## config.mk

```make
export PLATFORM = sky130hd
export DESIGN_NAME = axil_master_bridge
export DESIGN_NICKNAME = d
export VERILOG_FILES = /design/src/rtl/axil_pkg.sv /design/src/rtl/axil_master_bridge.sv
export SDC_FILE = /design/constraint.sdc
export NUM_CORES = 1
export LEC_CHECK = 0
export ABC_AREA = 1
export CELL_PAD_IN_SITES_DETAIL_PLACEMENT = 2
export CELL_PAD_IN_SITES_GLOBAL_PLACEMENT = 2
export CORE_MARGIN = 1.5
export CORE_UTILIZATION = 22
export DETAILED_ROUTE_END_ITERATION = 7
export PLACE_DENSITY_LB_ADDON = 0.2
export SYNTH_ARGS = -nofsm -noshare
export SYNTH_HDL_FRONTEND = slang
export SYNTH_SLANG_ARGS = --single-unit
```

## constraint.sdc

```tcl
create_clock -name ACLK -period 2.38 [get_ports ACLK]
set_clock_uncertainty 0.15 [all_clocks]
set_input_delay 0.238 -clock ACLK [delete_from_list [all_inputs] [get_ports ACLK]]
set_output_delay 0.238 -clock ACLK [all_outputs]
set_load 0.05 [all_outputs]
```

## src/rtl/axil_pkg.sv

```systemverilog
// Shared definitions for the AXI4-Lite command bridge: response codes, FSM
// state encoding and the latched command record.
package axil_pkg;

    localparam logic [1:0] RESP_OKAY   = 2'b00;
    localparam logic [1:0] RESP_EXOKAY = 2'b01;
    localparam logic [1:0] RESP_SLVERR = 2'b10;
    localparam logic [1:0] RESP_DECERR = 2'b11;

    // The command record is sized for the widest supported address; the bridge
    // zero-extends into it and truncates back out to its own ADDR_W.
    localparam int AXIL_ADDR_MAX = 64;

    typedef logic [2:0] axil_state_t;

    localparam axil_state_t ST_IDLE    = 3'd0;
    localparam axil_state_t ST_WR      = 3'd1;
    localparam axil_state_t ST_WR_RESP = 3'd2;
    localparam axil_state_t ST_RD_ADDR = 3'd3;
    localparam axil_state_t ST_RD_DATA = 3'd4;
    localparam axil_state_t ST_RSP     = 3'd5;

    typedef struct packed {
        logic                     write;
        logic [AXIL_ADDR_MAX-1:0] addr;
        logic [31:0]              wdata;
        logic [3:0]               wstrb;
    } axil_cmd_t;

endpackage

```

## src/rtl/axil_master_bridge.sv

```systemverilog
// Single-outstanding AXI4-Lite master: turns one valid/ready command into one
// AW/W/B or AR/R transaction and hands back exactly one response per command.
module axil_master_bridge
    import axil_pkg::*;
#(
    parameter int ADDR_W    = 32,
    parameter int ERR_CNT_W = 16
) (
    input  logic                 ACLK,
    input  logic                 ARESETN,
    input  logic                 cmd_valid,
    output logic                 cmd_ready,
    input  logic                 cmd_write,
    input  logic [ADDR_W-1:0]    cmd_addr,
    input  logic [31:0]          cmd_wdata,
    input  logic [3:0]           cmd_wstrb,
    output logic                 rsp_valid,
    input  logic                 rsp_ready,
    output logic                 rsp_write,
    output logic [31:0]          rsp_rdata,
    output logic [1:0]           rsp_resp,
    output logic [ERR_CNT_W-1:0] err_count,
    output logic [ADDR_W-1:0]    M_AXIL_AWADDR,
    output logic                 M_AXIL_AWVALID,
    input  logic                 M_AXIL_AWREADY,
    output logic [31:0]          M_AXIL_WDATA,
    output logic [3:0]           M_AXIL_WSTRB,
    output logic                 M_AXIL_WVALID,
    input  logic                 M_AXIL_WREADY,
    input  logic [1:0]           M_AXIL_BRESP,
    input  logic                 M_AXIL_BVALID,
    output logic                 M_AXIL_BREADY,
    output logic [ADDR_W-1:0]    M_AXIL_ARADDR,
    output logic                 M_AXIL_ARVALID,
    input  logic                 M_AXIL_ARREADY,
    input  logic [31:0]          M_AXIL_RDATA,
    input  logic [1:0]           M_AXIL_RRESP,
    input  logic                 M_AXIL_RVALID,
    output logic                 M_AXIL_RREADY
);

    // Handshake rule on every channel: a transfer happens on a rising edge
    // where VALID and READY are both 1; VALID, once raised, stays up with a
    // stable payload until that edge and is never a function of READY.

    axil_state_t state;
    axil_cmd_t   cmd_q;
    logic        running;
    logic        aw_done;
    logic        w_done;

    logic        aw_hs;
    logic        w_hs;
    logic        b_hs;
    logic        r_hs;
    logic        aw_done_nx;
    logic        w_done_nx;
    logic [1:0]  cap_resp;
    logic        cap_err;

    // running holds cmd_ready low during reset and releases it on the first edge.
    assign cmd_ready      = running && (state == ST_IDLE);
    assign rsp_valid      = (state == ST_RSP);

    assign M_AXIL_AWVALID = (state == ST_WR) && !aw_done;
    assign M_AXIL_WVALID  = (state == ST_WR) && !w_done;
    assign M_AXIL_BREADY  = (state == ST_WR_RESP);
    assign M_AXIL_ARVALID = (state == ST_RD_ADDR);
    assign M_AXIL_RREADY  = (state == ST_RD_DATA);

    assign M_AXIL_AWADDR  = ADDR_W'(cmd_q.addr);
    assign M_AXIL_ARADDR  = ADDR_W'(cmd_q.addr);
    assign M_AXIL_WDATA   = cmd_q.wdata;
    assign M_AXIL_WSTRB   = cmd_q.wstrb;

    assign aw_hs      = M_AXIL_AWVALID && M_AXIL_AWREADY;
    assign w_hs       = M_AXIL_WVALID && M_AXIL_WREADY;
    assign b_hs       = M_AXIL_BVALID && M_AXIL_BREADY;
    assign r_hs       = M_AXIL_RVALID && M_AXIL_RREADY;
    assign aw_done_nx = aw_done || aw_hs;
    assign w_done_nx  = w_done || w_hs;
    assign cap_resp   = b_hs ? M_AXIL_BRESP : M_AXIL_RRESP;
    assign cap_err    = (b_hs || r_hs) && (cap_resp != RESP_OKAY);

    always_ff @(posedge ACLK or negedge ARESETN) begin
        if (!ARESETN) begin
            state     <= ST_IDLE;
            cmd_q     <= '0;
            running   <= 1'b0;
            aw_done   <= 1'b0;
            w_done    <= 1'b0;
            rsp_write <= 1'b0;
            rsp_rdata <= '0;
            rsp_resp  <= RESP_OKAY;
            err_count <= '0;
        end else begin
            running <= 1'b1;

            if (cap_err && (err_count != '1)) begin
                err_count <= err_count + 1'b1;
            end

            case (state)
                ST_IDLE: begin
                    if (cmd_valid && cmd_ready) begin
                        cmd_q <= '{write: cmd_write,
                                   addr:  AXIL_ADDR_MAX'(cmd_addr),
                                   wdata: cmd_wdata,
                                   wstrb: cmd_wstrb};
                        state <= cmd_write ? ST_WR : ST_RD_ADDR;
                    end
                end
                ST_WR: begin
                    // AW and W complete independently; leave once both are in.
                    if (aw_done_nx && w_done_nx) begin
                        aw_done <= 1'b0;
                        w_done  <= 1'b0;
                        state   <= ST_WR_RESP;
                    end else begin
                        aw_done <= aw_done_nx;
                        w_done  <= w_done_nx;
                    end
                end
                ST_WR_RESP: begin
                    if (b_hs) begin
                        rsp_write <= 1'b1;
                        rsp_rdata <= '0;
                        rsp_resp  <= M_AXIL_BRESP;
                        state     <= ST_RSP;
                    end
                end
                ST_RD_ADDR: begin
                    if (M_AXIL_ARREADY) begin
                        state <= ST_RD_DATA;
                    end
                end
                ST_RD_DATA: begin
                    if (r_hs) begin
                        rsp_write <= 1'b0;
                        rsp_rdata <= M_AXIL_RDATA;
                        rsp_resp  <= M_AXIL_RRESP;
                        state     <= ST_RSP;
                    end
                end
                ST_RSP: begin
                    if (rsp_ready) begin
                        state <= ST_IDLE;
                    end
                end
                default: begin
                    state <= ST_IDLE;
                end
            endcase
        end
    end

endmodule
```

== Word level (Yosys, flattened, before mapping) ==
Cells that the tools add are included.

* Add/sub/neg operators: 1
* Equality and inequality tests: 12
* Multiplexer cells: 20
* Reductions and logical operators: 22

{| class="wikitable"
|+ Operators by type and width
! operator !! count
|-
| $mux W32 || 2
|-
| $pmux W32 S2 || 1
|-
| $mux W3 || 6
|-
| $pmux W3 S6 || 1
|-
| $add A16 B1 Y16 const B || 1
|-
| $ne A16 B16 Y1 const B || 1
|-
| $ne A2 B1 Y1 const B || 6
|-
| $logic_and A1 B1 Y1 || 11
|-
| $mux W2 || 4
|-
| $eq A3 B2 Y1 const B || 2
|-
| $eq A3 B3 Y1 const B || 2
|-
| $reduce_and A6 Y1 || 1
|-
| $mux W1 || 4
|-
| $pmux W2 S2 || 1
|-
| $reduce_bool A2 Y1 || 2
|-
| $eq A3 B1 Y1 const B || 1
|-
| $logic_not A3 Y1 || 1
|-
| $logic_or A1 B1 Y1 || 3
|-
| $reduce_and A3 Y1 || 1
|-
| $logic_not A1 Y1 || 2
|-
| $pmux W1 S2 || 1
|-
| $reduce_and A2 Y1 || 1
|}

* Register bits: 125
* Input bits: 114
* Output and inout port bits: 158
* Word-level logic and storage cells: 66

== Longest topological paths before layout ==
Gate-level depths: netlist of the first run.

* Depth in word-level cells: 7
* Mapped depth: 11
* Mapped depth without buffers: 9

== Worst setup path before layout of the first run ==
No wires, ideal clock.

* Path kind: register -> register
* From: register err_count[0]
* To: register err_count[6]
* Library setup time: 0.118 ns
* Arrival: 1.761 ns
* Data required time: 2.112 ns
* Setup slack: 0.350 ns
* Cell stages (with the launch flop): 10
* Buffers on the path: 1
* Period minus slack after synthesis: 2.030 ns
* Cells stage by stage: dfrtp_1 ha_1 nand3_1 inv_1 nand2_1 nor2_1 nor2_4 buf_6 nand2_1 nand2_1

* Word-level cells in the longest chain between the ends: 2
* Elaborated cells on any way between the ends: 3
* Those cells by class: add/sub: 1; eq/ne: 1; reduce/logical: 1

{| class="wikitable"
|+ Ends and longest elaborated chain
! item !! RTL line !! source
|-
| start, declared || axil_master_bridge.sv:22 || <nowiki>output logic [ERR_CNT_W-1:0] err_count,</nowiki>
|-
| start signal, assigned || axil_master_bridge.sv:100 || <nowiki>err_count <= err_count + 1'b1;</nowiki>
|-
| parallel branches: the longest is 2 deep, another holds $add A16 B1 Y16 || - ||
|}

Parallel ways; which one is timed is not known.
A chain may end at the register's enable or synchronous reset.

== Final worst setup path of the first run ==
* From: register state[0]
* To: output cmd_ready

* Word-level cells in the longest chain between the ends: 2

{| class="wikitable"
|+ Ends and longest elaborated chain
! item !! RTL line !! source
|-
| start, declared || axil_master_bridge.sv:46 || <nowiki>axil_state_t state;</nowiki>
|-
| start signal, assigned || axil_master_bridge.sv:110 || <nowiki>state <= cmd_write ? ST_WR : ST_RD_ADDR;</nowiki>
|-
| $logic_not A3 Y1 || axil_master_bridge.sv:62 || <nowiki>assign cmd_ready = running && (state == ST_IDLE);</nowiki>
|-
| $logic_and A1 B1 Y1 || axil_master_bridge.sv:62 ||
|-
| end, declared || axil_master_bridge.sv:12 || <nowiki>output logic cmd_ready,</nowiki>
|}

Every way passes these cells.

==> impl_metrics.csv, run 1 <==
group,metric,value,unit
run_status,status,"complete, no violations",
worst_setup_path,critPathLaunchType,"register",
logic_synthesis,synthTopCellsByCount,"nand2_1 (277), dfrtp_1 (125), nand3_1 (114), o21ai_0 (39), buf_4 (34)",
logic_synthesis,synth_seq_cells,125,
logic_synthesis,synth_flop_cell,"dfrtp_1",
logic_synthesis,async_reset_ff_share,100,%
worst_setup_path,critical_path_class,"register to primary output",
timing,slew_headroom,58.2,%
die,die_area,27300,sq um
power,vdd_drop_max,0.713,mV
placed_design,port_buffers,271,
placed_design,dp_hpwl,15.5,mm
placed_design,dpl.cell_count,1263,
timing,tightest_slew,628,ps
clocking,cts_made_buffers,17,
timing,final-setup-viol-count,0,
timing,timing.setup.tns,0,ps
grt,grt_pass1_wl,34.2,mm
logic_synthesis,syn_area,5790,sq um
timing,period_share,93.3,%
drt,vias,5707,
drt,wl,22.2,mm
clocking,insertion_delay,420,ps
drt,drt_iter0_markers,202,
die,num_rows,59,
worst_setup_path,cp_common_cell,"buf_12",
die,start_util,22.3,%
cells_and_area,n_antenna_cell,0,
placed_design,place_congestion,0.770,
grt,track_usage,16.4,%
placed_design,dp_slack,362,ps
logic_synthesis,synth_top_area_cell,"dfrtp_1",
power,power.density,1590,nW/um^2
cells_and_area,syn_to_final_growth,61.9,%
drt,avgRoutedWirePerCell,17.1,um
clocking,cts_max_level,4,
clocking,cts.path.max_buffers,2,
logic_synthesis,synth.most_common_cell,"nand2_1",
logic_synthesis,syn_area_per_cell,8.14,sq um
cells_and_area,fin_cells,1296,
timing,slew_violations,0,
min_path,min_path_type,"primary input to register",
worst_setup_path,crit_required,1990,ps
worst_setup_path,worstPathCellList,"nor2_1 -> nand2_1 -> nor2_4 -> buf_12 -> buf_12",
cells_and_area,fin_nets,1063,
drt,via_per_inst,4.40,
logic_synthesis,synth_top_area_share,54.0,%
worst_setup_path,crit_path_end_kind,"primary output",
timing,hold_violations,0,
logic_synthesis,synth.net_count,827,
timing,max_freq,450,MHz
die,die_y,165,um
logic_synthesis,synth_edf_count,0,
logic_synthesis,synth_cell_type_count,27,
drt,drc,0,
worst_setup_path,slowest_delay,500,ps
worst_setup_path,cp_slowest_cell,"dfrtp_2",
clocking,cts_tree,"done",
clocking,postCtsSetupBuffers,0,
clocking,cts_root_buf,"clkbuf_16",
power,leakagePower,4.41,nW
logic_synthesis,yosysWarnings,0,
logic_synthesis,synth.area.top_cells,"dfrtp_1 (54%), nand2_1 (18%), nand3_1 (9.8%), buf_4 (4.4%), o21ai_0 (3.4%)",
timing,layout_setup_ws,160,ps
cells_and_area,drive_gt1_share,7.28,%
die,core-area,26000,sq um
clocking,cts_sinks,125,
worst_setup_path,reg2reg_slack,380,ps
die,io_pins,272,
grt,grt_pass1_vias,5881,
grt,grt_max_degree,69,
worst_setup_path,critPathMaxFanout,46,
clocking,clk_pin_slew_worst_paths,60,ps
drt,first_pass_iters,4,
timing,rsz0062_at_grt,"no",
worst_setup_path,cpLargestDelayFamily,"flip-flops",
worst_setup_path,crit_buf_inv,2,
timing,finalCriticalPeriod,2220,ps
drt,detail-route-antenna-nets,0,
flow_run,drv_cap,0,
logic_synthesis,syn_inst,712,
grt,grt_overflow,0,
die,fp.dieW,165,um
logic_synthesis,seq_area_frac_synth,54.0,%
grt,antenna_found_initial,0,
worst_setup_path,arrival,1830,ps
placed cells by master, fill, tap and decap left out, types with 3 or more instances in the layout:
cell / netlist / final
xnor2_1: 4 / 4
nor2_1: 28 / 27
clkdlybuf4s50_1: 0 / 262
buf_4: 34 / 13
a21oi_1: 3 / 3
clkinvlp_4: 0 / 4
clkbuf_16: 0 / 17
o21ai_0: 39 / 39
nand2_1: 277 / 276
inv_1: 24 / 24
dfrtp_1: 125 / 124
inv_2: 3 / 3
xor2_1: 4 / 4
nand3_1: 114 / 114
buf_12: 0 / 9
nor2_4: 3 / 4
nand4_1: 5 / 5
bufinv_16: 0 / 4
per-layer routing:
layer	track usage (%)	wire length, um
met5	0	0
met2	27.4	11000
met1	21.5	9930
met3	3.30	1090
met4	4.18	197
kinds of logic after synthesis:
kind of cell             share of synthesized area [%]
buffers and inverters                             8.88
AND/OR/NAND/NOR                                   31.7
flip-flops                                        54.0
XOR/XNOR                                          1.21
adder cells (fa/ha/maj)                          0.216
other                                           0.0647
AO/OA/AOI/OAI                                     3.89
through the flow:
| step | hold WS, ps | instance area, sq um | total power [mW] | utilization (%) |
|---|---|---|---|---|
| finish | 214 | 9380 | 14.9 | 36.1 |
| global route | 223 | 9380 | 15.8 | 36.1 |
| CTS | 200 | 9380 | 15.2 | 36.1 |
| detailed placement | 132 | 8720 | 12.2 | 33.6 |
| global placement | 127 | 8720 | 12.1 | 33.6 |
| floorplan | -208 | 5790 | 9.24 | - |
tightest hold or removal path: cells and delay by family:
family / cells / cell delay (ps)
buffers and inverters: 1 / 140
and+or+nand+nor: 3 / 210
AOI/OAI and AO/OA: 1 / 150
registers in the layout (all words and copies together), names as in the netlist, 2 cells and up:
register and flops:
rsp_resp 2, M_AXIL_WSTRB 4, state 3, rsp_rdata 32, M_AXIL_ARADDR 32, M_AXIL_WDATA 32
err_count 16
repair_timing:
item                                    in CTS  in global routing
hold buffers                                 1                  0
gates resized for setup                      0                  2
endpoints found under the hold margin       53                  0
endpoints found under the setup margin       0                  3
layout make-up:
type	instances	area (sq um)
fillers	2933	16600
multi-input cells	490	2160
well taps	335	419
clock inverters	12	185
inverters	27	101
clock buffers	20	457
flip-flops and latches	125	3130
repair buffers	287	2930
worst paths after layout:
| check | from | endpoint | cells after the start |
|---|---|---|---|
| max in group asynchronous | ARESETN | M_AXIL_ARADDR[24] | 3 |
| min in group asynchronous | ARESETN | rsp_rdata[30] | 2 |
| min reg2reg | M_AXIL_WDATA[13] | M_AXIL_WDATA[13] | 2 |
| max | state[0] | cmd_ready | 5 |
| max reg2reg | err_count[0] | err_count[12] | 9 |
| min | cmd_valid | state[0] | 5 |
report_power, final:
part | switching (mW) | internal (mW)
sequential | 0.589 | 2.97
clock | 1.07 | 1.82
combinational | 5.86 | 2.61
(Power assumes the default switching activity.)
==> run 2, diff against run 1 <==
--- a/config.mk
+++ b/config.mk
@@ -12,6 +12,7 @@
 export CORE_UTILIZATION = 22
 export DETAILED_ROUTE_END_ITERATION = 7
 export PLACE_DENSITY_LB_ADDON = 0.2
+export REMOVE_ABC_BUFFERS = 1
 export SYNTH_ARGS = -nofsm -noshare
 export SYNTH_HDL_FRONTEND = slang
 export SYNTH_SLANG_ARGS = --single-unit
==> run 2 against run 1 <==
Die area unchanged. Non-clock buffer count decreased by 1. Sequential share of layout area about the same. Via count increased by 1.2%. Clock power about the same. Register-to-register slack improved by 60 ps. Wire length decreased by 0.25%. Global-route usage decreased by 0.25 points. Hold slack got worse by 46 ps. Critical path type unchanged.
==> impl_metrics.csv, run 2 (same netlist as run 1, synthesis figures left out) <==
group,metric,value,unit
grt,grt_pass1_vias,5902,
clocking,cts_tree,"done",
grt,grt_pass1_wl,33.6,mm
worst_setup_path,critical_path_class,"register to primary output",
timing,final-setup-viol-count,0,
die,fp.dieW,165,um
cells_and_area,utilization,36.1,%
cells_and_area,fill_cells,2928,
run_status,status,"complete, no violations",
power,power.density,1600,nW/um^2
timing,rsz0062_at_grt,"no",
placed_design,place_congestion,0.719,
die,die_area,27300,sq um
placed_design,port_buffers,271,
cells_and_area,final_cell_mix,"nand2_1 (276), clkdlybuf4s50_1 (262), dfrtp_1 (124)",
die,start_util,22.3,%
clocking,postCtsSetupBuffers,0,
cells_and_area,regArea,3130,sq um
cells_and_area,multi_input_area,2160,sq um
worst_setup_path,crit_path_end_kind,"primary output",
die,core-area,26000,sq um
drt,vias,5776,
drt,drt_iter0_markers,212,
worst_setup_path,arrival,1790,ps
clocking,cts_max_level,4,
flow_run,drv_cap,0,
grt,track_usage,16.1,%
clocking,cts_sinks,125,
grt,grt_max_degree,69,
timing,tightest_slew,580,ps
timing,holdWs,168,ps
cells_and_area,drive_gt1_share,6.99,%
clocking,clk_pin_slew_worst_paths,60,ps
timing,period_share,91.3,%
power,vdd_drop_max,0.772,mV
worst_setup_path,critPathMaxFanout,41,
grt,antenna_found_initial,2,
die,num_rows,59,
clocking,cts_made_buffers,17,
cells_and_area,syn_to_final_growth,61.8,%
cells_and_area,n_antenna_cell,0,
clocking,insertion_delay,410,ps
timing,finalCriticalPeriod,2170,ps
timing,max_freq,460,MHz
placed_design,dp_hpwl,16.0,mm
drt,avgRoutedWirePerCell,17.1,um
cells_and_area,fin_nets,1062,
drt,detail-route-antenna-nets,0,
drt,via_per_inst,4.46,
min_path,min_path_type,"primary input to async pin",
cells_and_area,final_common_cell,"nand2_1",
drt,wl,22.1,mm
die,die_y,165,um
drt,drc,0,
worst_setup_path,crit_required,1990,ps
power,leakagePower,4.41,nW
die,io_pins,272,
drt,first_pass_iters,4,
worst_setup_path,critPathLaunchType,"register",
clocking,cts.path.max_buffers,2,
timing,slew_violations,0,
timing,hold_violations,0,
timing,slew_headroom,61.2,%
clocking,cts_root_buf,"clkbuf_16",
grt,grt_overflow,0,
[run 2: changes by cell type in the layout (fill, tap and decap cells not counted)]
cell,previous run,this run
clkbuf_8,2,0
clkinv_2,0,1
buf_4,13,11
clkinvlp_4,4,2
dlygate4sd2_1,0,1
clkinv_4,2,3
bufinv_16,4,5
[run 2: path summary, 6_finish.rpt]
kind / from / end / slack [ps] / depth (start not counted)
min in group ACLK: cmd_wdata[11] / M_AXIL_WDATA[11] / 220 / 3
max: state[0] / cmd_ready / 210 / 5
min: ARESETN / M_AXIL_ARADDR[4] / 170 / 2
min reg2reg: M_AXIL_WDATA[25] / M_AXIL_WDATA[25] / 320 / 2
max in group asynchronous: ARESETN / rsp_rdata[4] / 1190 / 3
max reg2reg: err_count[1] / err_count[1] / 440 / 9
[run 2: layer usage]
layer,track usage (%),routed length (um),vias up
li1,-,-,2711
met1,20.0,9510,2891
met2,27.9,11200,147
met3,3.55,1140,23
met4,4.63,243,4
met5,0,22,-
[run 2: area by class of cell]
cell class / count / share of cell area [%]
well taps: 335 / 4.47
clock buffers: 18 / 4.58
inverters: 27 / 1.08
multi-input cells: 490 / 23.1
repair buffers: 286 / 31.2
flip-flops and latches: 125 / 33.4
clock inverters: 13 / 2.28
[run 2: worst max-delay path, stage by stage (launching register included)]
cell     delay [ps]
dfrtp_2         490
nor2_1          160
nand2_1         130
nor2_4          150
buf_12          240
buf_12          170
[run 2: power by group]
part,internal (mW),switching [mW],total (mW)
clock,1.86,1.03,2.89
combinational,2.62,5.88,8.50
sequential,2.97,0.608,3.58
[run 2: repair_timing]
| action | CTS | global route |
|---|---|---|
| setup endpoints to repair | 1 | 2 |
| endpoints found under the hold margin | 43 | 0 |
| hold buffers | 1 | 0 |
| cloned | 0 | 0 |
| gates resized for setup | 1 | 2 |
[run 2: stage by stage]
stage	total power, mW	std cells	area (sq um)	setup slack (ps)	TNS [ps]
6_report	15.0	1294	9370	207	0
5_1_grt	15.8	1294	9370	69.6	0
4_1_cts	15.2	1294	9370	80.7	0
3_5_place_dp	12.2	1262	8720	350	0
3_3_place_gp	12.1	1262	8720	365	0
2_1_floorplan	8.73	642	5380	-2090	-142530
